--- config.mk ---
export PLATFORM = sky130hd
export DESIGN_NAME = qua_lsp_sequencer
export DESIGN_NICKNAME = d
export VERILOG_FILES = /design/src/rtl/qua_lsp_sequencer_pkg.sv /design/src/rtl/qua_lsp_req_mux.sv /design/src/rtl/qua_lsp_sequencer.sv
export SDC_FILE = /design/constraint.sdc
export NUM_CORES = 1
export LEC_CHECK = 0
export BUFFER_PORTS_ARGS = -buffer_cell sky130_fd_sc_hd__buf_4
export CORE_AREA = 2 2 554 556
export DETAILED_ROUTE_END_ITERATION = 8
export DIE_AREA = 0 0 556 558
export GPL_TIMING_DRIVEN = 1
export SYNTH_ARGS = -nofsm -noshare
export SYNTH_HDL_FRONTEND = slang
export SYNTH_HIERARCHICAL = 1
export SYNTH_SLANG_ARGS = --single-unit
--- constraint.sdc ---
create_clock -name clk -period 2.98 [get_ports clk]
set_input_delay 0.149 -clock clk [delete_from_list [all_inputs] [get_ports clk]]
set_output_delay 0.149 -clock clk [all_outputs]
set_load 0.03 [all_outputs]
--- src/rtl/qua_lsp_sequencer_pkg.sv ---
// Shared constants for the LSP stage sequencer: stage count, slice widths and FSM encodings.
package qua_lsp_sequencer_pkg;

    localparam int NumStages = 4;
    localparam int AddrW     = 12;
    localparam int DataW     = 32;
    localparam int OpW       = 16;
    localparam int LShrW     = 32;

    localparam logic [1:0] StIdle   = 2'd0;
    localparam logic [1:0] StLaunch = 2'd1;
    localparam logic [1:0] StWait   = 2'd2;
    localparam logic [1:0] StFinish = 2'd3;

    // Returns {found, index} of the lowest set mask bit at or above floor.
    function automatic logic [2:0] lowest_from(input logic [3:0] mask, input logic [2:0] floor);
        logic [2:0] r;
        r = '0;
        for (int i = NumStages - 1; i >= 0; i--) begin
            if (mask[i] && (i >= int'(floor))) begin
                r = {1'b1, 2'(i)};
            end
        end
        return r;
    endfunction

endpackage

--- src/rtl/qua_lsp_req_mux.sv ---
// Combinational router: selects the granted stage's requests onto the shared buses, or zero.
module qua_lsp_req_mux
    import qua_lsp_sequencer_pkg::*;
(
    input  logic [1:0]               sel,
    input  logic                     gate,
    input  logic [AddrW*NumStages-1:0] stgMemReadAddr,
    input  logic [AddrW*NumStages-1:0] stgMemWriteAddr,
    input  logic [AddrW*NumStages-1:0] stgConstantMemAddr,
    input  logic [DataW*NumStages-1:0] stgMemOut,
    input  logic [NumStages-1:0]     stgMemWriteEn,
    input  logic [OpW*NumStages-1:0] stgMultA,
    input  logic [OpW*NumStages-1:0] stgMultB,
    input  logic [OpW*NumStages-1:0] stgAddA,
    input  logic [OpW*NumStages-1:0] stgAddB,
    input  logic [OpW*NumStages-1:0] stgSubA,
    input  logic [OpW*NumStages-1:0] stgSubB,
    input  logic [OpW*NumStages-1:0] stgLMultA,
    input  logic [OpW*NumStages-1:0] stgLMultB,
    input  logic [OpW*NumStages-1:0] stgShrVar1,
    input  logic [OpW*NumStages-1:0] stgShrVar2,
    input  logic [OpW*NumStages-1:0] stgLShrNumShift,
    input  logic [LShrW*NumStages-1:0] stgLShrVar1,
    output logic [AddrW-1:0]         memReadAddr,
    output logic [AddrW-1:0]         memWriteAddr,
    output logic [AddrW-1:0]         constantMemAddr,
    output logic [DataW-1:0]         memOut,
    output logic                     memWriteEn,
    output logic [OpW-1:0]           multOutA,
    output logic [OpW-1:0]           multOutB,
    output logic [OpW-1:0]           addOutA,
    output logic [OpW-1:0]           addOutB,
    output logic [OpW-1:0]           subOutA,
    output logic [OpW-1:0]           subOutB,
    output logic [OpW-1:0]           L_multOutA,
    output logic [OpW-1:0]           L_multOutB,
    output logic [OpW-1:0]           shrVar1Out,
    output logic [OpW-1:0]           shrVar2Out,
    output logic [OpW-1:0]           L_shrNumShiftOut,
    output logic [LShrW-1:0]         L_shrVar1Out
);

    int s;

    always_comb begin
        s                = int'(sel);
        memReadAddr      = '0;
        memWriteAddr     = '0;
        constantMemAddr  = '0;
        memOut           = '0;
        memWriteEn       = 1'b0;
        multOutA         = '0;
        multOutB         = '0;
        addOutA          = '0;
        addOutB          = '0;
        subOutA          = '0;
        subOutB          = '0;
        L_multOutA       = '0;
        L_multOutB       = '0;
        shrVar1Out       = '0;
        shrVar2Out       = '0;
        L_shrNumShiftOut = '0;
        L_shrVar1Out     = '0;
        if (gate) begin
            memReadAddr      = stgMemReadAddr[s*AddrW +: AddrW];
            memWriteAddr     = stgMemWriteAddr[s*AddrW +: AddrW];
            constantMemAddr  = stgConstantMemAddr[s*AddrW +: AddrW];
            memOut           = stgMemOut[s*DataW +: DataW];
            memWriteEn       = stgMemWriteEn[s];
            multOutA         = stgMultA[s*OpW +: OpW];
            multOutB         = stgMultB[s*OpW +: OpW];
            addOutA          = stgAddA[s*OpW +: OpW];
            addOutB          = stgAddB[s*OpW +: OpW];
            subOutA          = stgSubA[s*OpW +: OpW];
            subOutB          = stgSubB[s*OpW +: OpW];
            L_multOutA       = stgLMultA[s*OpW +: OpW];
            L_multOutB       = stgLMultB[s*OpW +: OpW];
            shrVar1Out       = stgShrVar1[s*OpW +: OpW];
            shrVar2Out       = stgShrVar2[s*OpW +: OpW];
            L_shrNumShiftOut = stgLShrNumShift[s*OpW +: OpW];
            L_shrVar1Out     = stgLShrVar1[s*LShrW +: LShrW];
        end
    end

endmodule

--- src/rtl/qua_lsp_sequencer.sv ---
// Runs the enabled LSP stage sub-FSMs one at a time in ascending order and routes the
// granted stage's memory/operator requests onto the shared buses.
module qua_lsp_sequencer
    import qua_lsp_sequencer_pkg::*;
(
    input  logic         clk,
    input  logic         reset,
    input  logic         start,
    input  logic [3:0]   stageEnable,
    input  logic [3:0]   stageDone,
    input  logic [47:0]  stgMemReadAddr,
    input  logic [47:0]  stgMemWriteAddr,
    input  logic [47:0]  stgConstantMemAddr,
    input  logic [127:0] stgMemOut,
    input  logic [3:0]   stgMemWriteEn,
    input  logic [63:0]  stgMultA,
    input  logic [63:0]  stgMultB,
    input  logic [63:0]  stgAddA,
    input  logic [63:0]  stgAddB,
    input  logic [63:0]  stgSubA,
    input  logic [63:0]  stgSubB,
    input  logic [63:0]  stgLMultA,
    input  logic [63:0]  stgLMultB,
    input  logic [63:0]  stgShrVar1,
    input  logic [63:0]  stgShrVar2,
    input  logic [63:0]  stgLShrNumShift,
    input  logic [127:0] stgLShrVar1,
    output logic [3:0]   stageStart,
    output logic [11:0]  memReadAddr,
    output logic [11:0]  memWriteAddr,
    output logic [11:0]  constantMemAddr,
    output logic [31:0]  memOut,
    output logic         memWriteEn,
    output logic [15:0]  multOutA,
    output logic [15:0]  multOutB,
    output logic [15:0]  addOutA,
    output logic [15:0]  addOutB,
    output logic [15:0]  subOutA,
    output logic [15:0]  subOutB,
    output logic [15:0]  L_multOutA,
    output logic [15:0]  L_multOutB,
    output logic [15:0]  shrVar1Out,
    output logic [15:0]  shrVar2Out,
    output logic [15:0]  L_shrNumShiftOut,
    output logic [31:0]  L_shrVar1Out,
    output logic [1:0]   curStage,
    output logic         busy,
    output logic         done
);

    logic [1:0] state_q, state_d;
    logic [1:0] stage_q, stage_d;
    logic [3:0] en_q, en_d;
    logic [2:0] first_pick, next_pick;

    always_ff @(posedge clk) begin
        if (reset) begin
            state_q <= StIdle;
            stage_q <= '0;
            en_q    <= '0;
        end else begin
            state_q <= state_d;
            stage_q <= stage_d;
            en_q    <= en_d;
        end
    end

    assign first_pick = lowest_from(stageEnable, 3'd0);
    assign next_pick  = lowest_from(en_q, {1'b0, stage_q} + 3'd1);

    always_comb begin
        state_d = state_q;
        stage_d = stage_q;
        en_d    = en_q;
        case (state_q)
            StIdle: begin
                if (start) begin
                    en_d = stageEnable;
                    if (first_pick[2]) begin
                        state_d = StLaunch;
                        stage_d = first_pick[1:0];
                    end else begin
                        state_d = StFinish;
                    end
                end
            end
            StLaunch: state_d = StWait;
            StWait: begin
                // Only the granted stage's done bit can advance the sequence.
                if (stageDone[stage_q]) begin
                    if (next_pick[2]) begin
                        state_d = StLaunch;
                        stage_d = next_pick[1:0];
                    end else begin
                        state_d = StFinish;
                    end
                end
            end
            StFinish: state_d = StIdle;
            default:  state_d = StIdle;
        endcase
    end

    always_comb begin
        stageStart = '0;
        if (state_q == StLaunch) begin
            stageStart[stage_q] = 1'b1;
        end
    end

    assign busy     = (state_q != StIdle);
    assign done     = (state_q == StFinish);
    assign curStage = stage_q;

    qua_lsp_req_mux u_req_mux (
        .sel                (stage_q),
        .gate               ((state_q == StLaunch) || (state_q == StWait)),
        .stgMemReadAddr     (stgMemReadAddr),
        .stgMemWriteAddr    (stgMemWriteAddr),
        .stgConstantMemAddr (stgConstantMemAddr),
        .stgMemOut          (stgMemOut),
        .stgMemWriteEn      (stgMemWriteEn),
        .stgMultA           (stgMultA),
        .stgMultB           (stgMultB),
        .stgAddA            (stgAddA),
        .stgAddB            (stgAddB),
        .stgSubA            (stgSubA),
        .stgSubB            (stgSubB),
        .stgLMultA          (stgLMultA),
        .stgLMultB          (stgLMultB),
        .stgShrVar1         (stgShrVar1),
        .stgShrVar2         (stgShrVar2),
        .stgLShrNumShift    (stgLShrNumShift),
        .stgLShrVar1        (stgLShrVar1),
        .memReadAddr        (memReadAddr),
        .memWriteAddr       (memWriteAddr),
        .constantMemAddr    (constantMemAddr),
        .memOut             (memOut),
        .memWriteEn         (memWriteEn),
        .multOutA           (multOutA),
        .multOutB           (multOutB),
        .addOutA            (addOutA),
        .addOutB            (addOutB),
        .subOutA            (subOutA),
        .subOutB            (subOutB),
        .L_multOutA         (L_multOutA),
        .L_multOutB         (L_multOutB),
        .shrVar1Out         (shrVar1Out),
        .shrVar2Out         (shrVar2Out),
        .L_shrNumShiftOut   (L_shrNumShiftOut),
        .L_shrVar1Out       (L_shrVar1Out)
    );

endmodule

==> summary.txt <==
Detailed routing
  • DR WL/cell: 32.3 µm
  • Antenna violation net count after detailed routing: 0
  • 1st-pass router iterations: 6
  • Via Count: 16400
  • DRC: 0
  • DRT Wirelength: 208000 µm
  • Via density: 2.54
  • Iteration-0 DRC Markers: 1299

Yosys
  • Synth cell count leaders: mux2i_1 (557), o22ai_1 (278), clkbuf_1 (41)
  • Top_reg_cell synth: dfxtp_1
  • Top cells by area, synth: mux2i_1 (65%), o22ai_1 (20%), buf_4 (2.7%), buf_2 (1.9%), clkbuf_1 (1.8%)
  • Post-synthesis register bit count: 7
  • Post-synth ARST share: 0%
  • Synth unique cells: 36
  • Area leader, netlist: mux2i_1
  • Seq/Total Area, Yosys: 1.63%
  • Share of the synthesized area in the top cell type: 65.0%
  • Post-synth EDFFs: 0
  • Ys Warns: 6
  • Cells after Synth: 1025
  • Mean Syn Cell Area: 8.37 µm²
  • Count leader, synth: mux2i_1
  • Synthesized net count: 2149
  • Post-synthesis instance area: 8580 µm²

Critical path
  • Critical Path AT: 2.88 ns
  • Worst Setup EP: shrVar1Out[0]
  • Type of the worst setup path: reg2out
  • Max incr delay on CP: 0.91 ns
  • Cell chain of the critical path: buf_12, buf_4, mux2i_1, o22ai_1, buf_4
  • Most frequent CP cell: buf_4
  • CP Max Fanout: 30
  • Worst R2R Path Depth: 7
  • Reg2reg start: curStage[1]
  • Reg-to-reg endpoint: curStage[0]
  • Crit path required time: 2.83 ns
  • Flop-to-flop setup slack: 1.07 ns
  • Worst Setup SP: curStage[1]
  • Setup crit start kind: flop
  • Type of destination of the critical path: output pin
  • Critical-path top delay cell: mux2i_1

Power and ir drop
  • Leak Pwr: 0.00927 µW
  • Max rail drop VDD: 0.000264 V
  • PwrDens: 384 nW/µm²

CTS
  • # resized after CTS: 14
  • Clk Latency, worst-skew pair: 0.23 ns
  • Clk pin slew, worst setup/hold paths: 0.04 ns
  • H-tree depth: 1
  • Clock Path Buffers: 2
  • CTS buffer count: 3
  • TritonCTS clock tree: built
  • CTS Hold Buffers Added: 0
  • CTS Sinks: 7
  • Clk root buf: clkbuf_16
  • Post-CTS Setup Bufs: 0

STA
  • Clock skew: 0.000546 ns
  • F_max: 330 MHz
  • Worst-margin pin slew: 1.31 ns
  • Final-report setup violation count: 2
  • Hold_ws: 0.151 ns
  • Final hold violation count: 0
  • Max Slew Vio Count: 0
  • Relative slew slack: 10.1%
  • Period minus WS final: 3.03 ns
  • Total Neg Setup Slack: -0.0642 ns
  • Final WS setup: -0.0466 ns
  • Fin crit share: 102%
  • RSZ-0062 raised after global routing: no

Floorplanning
  • Starting Density: 2.82%
  • Die Span X: 556 µm
  • Core area: 305000 µm²
  • Total die area: 310000 µm²
  • Die H: 558 µm
  • # IOs: 1404
  • # rows: 203

Place
  • Port bufs: 1403
  • Dpl hpwl: 197000 µm
  • Placer Congestion: 1.05

Worst hold path
  • Worst hold path class: in2reg
  • WHS Path Cells: 2

Final layout
  • Area delta synth->final: 188%
  • Final net count: 3519
  • Layout cell share with drive strength beyond 1: 64.2%
  • Fillers: 35800

Status
  • Status: finished, violations left
  • Violated checks: setup timing

GRT
  • Initial antenna violation count: 167
  • GRT Total Usage: 12.6%
  • Largest net degree at the start of global routing: 68
  • Global route overflow: 0
  • Vias in the first global route: 15700
  • First-pass GRT wire length: 236000 µm

Job
  • Max_cap viols: 0
[worst min-delay path by stage]
stage / start / end / slack [ns]
after global routing: reset / en_q[2] / 0.15
after detailed placement: reset / state_q[0] / 0.39
after global placement: reset / curStage[0] / 0.39
final: reset / state_q[0] / 0.15
after floorplan: stageEnable[2] / en_q[2] / 0.30
after CTS: reset / state_q[0] / 0.15
[per-layer routing]
layer / up-vias / track usage [%] / share of wire, %
li1: 6937 / - / -
met2: 1390 / 19.6 / 44
met3: 390 / 5.30 / 11
met1: 7541 / 15.3 / 41
met5: - / 0 / 0.41
met4: 124 / 4.61 / 4.3
[flip-flops by register name (all words and copies together), names as in the netlist]
name / cells
curStage: 2
en_q: 3
state_q: 2
[critical path, delay by kind of cell, from the launching register on]
family | cells | cell delay [ns]
DFF | 1 | 0.37
buffers and inverters | 3 | 0.94
AOI/OAI and AO/OA | 1 | 0.27
muxes | 1 | 0.91
[logic make-up after synthesis]
| logic type | after synthesis | share of synthesized area, % |
|---|---|---|
| mux | 558 | 65.2 |
| compound gates | 295 | 22.1 |
| buf+inv | 133 | 8.85 |
| simple gates | 27 | 1.55 |
| flops | 7 | 1.63 |
| fa+ha+maj | 5 | 0.729 |
[layout make-up]
| type | instances | area, µm² | share of cell area [%] |
|---|---|---|---|
| multi-input combinational | 885 | 7840 | 31.8 |
| inverter | 8 | 30.0 | 0.122 |
| clock buffer | 4 | 78.8 | 0.319 |
| sequential | 7 | 144 | 0.583 |
| tap | 3997 | 5000 | 20.3 |
| antenna | 56 | 140 | 0.568 |
| timing repair buffer | 1490 | 11400 | 46.4 |
[stage by stage]
step | cell area, µm² | utilization (%) | cells | total power [µW] | setup slack (ns)
after floorplan | 8580 | - | 1025 | 3820 | 0.948
after global placement | 24100 | 7.92 | 6370 | 9410 | -0.264
final | 24700 | 8.10 | 6447 | 9490 | -0.0466
after detailed placement | 24400 | 8.01 | 6387 | 9480 | 0.0318
after global routing | 24600 | 8.09 | 6434 | 9900 | 0.0141
after CTS | 24500 | 8.05 | 6391 | 9740 | -0.149
[layout by cell type, fill, tap and decap left out, types with 2 or more instances in the layout]
| master | instances |
|---|---|
| dfxtp_1 | 6 |
| and3_1 | 2 |
| inv_1 | 8 |
| buf_8 | 2 |
| nor2_1 | 7 |
| o22ai_1 | 278 |
| o21ai_0 | 2 |
| diode_2 | 56 |
| buf_12 | 15 |
| nand2_1 | 6 |
| nor2b_1 | 2 |
| clkbuf_16 | 3 |
| buf_4 | 1458 |
| nand3_1 | 3 |
| mux2i_1 | 521 |
| a21oi_1 | 4 |
| mux2i_2 | 35 |
| ha_1 | 5 |
| buf_6 | 15 |
[where the power goes]
| part | total (µW) | internal, µW | switching (µW) |
|---|---|---|---|
| sequential | 125 | 106 | 19.2 |
| combinational | 9130 | 3110 | 6010 |
| clock | 234 | 178 | 55.2 |
| total | 9490 | 3400 | 6090 |
Power figures use the tool's default switching activity.
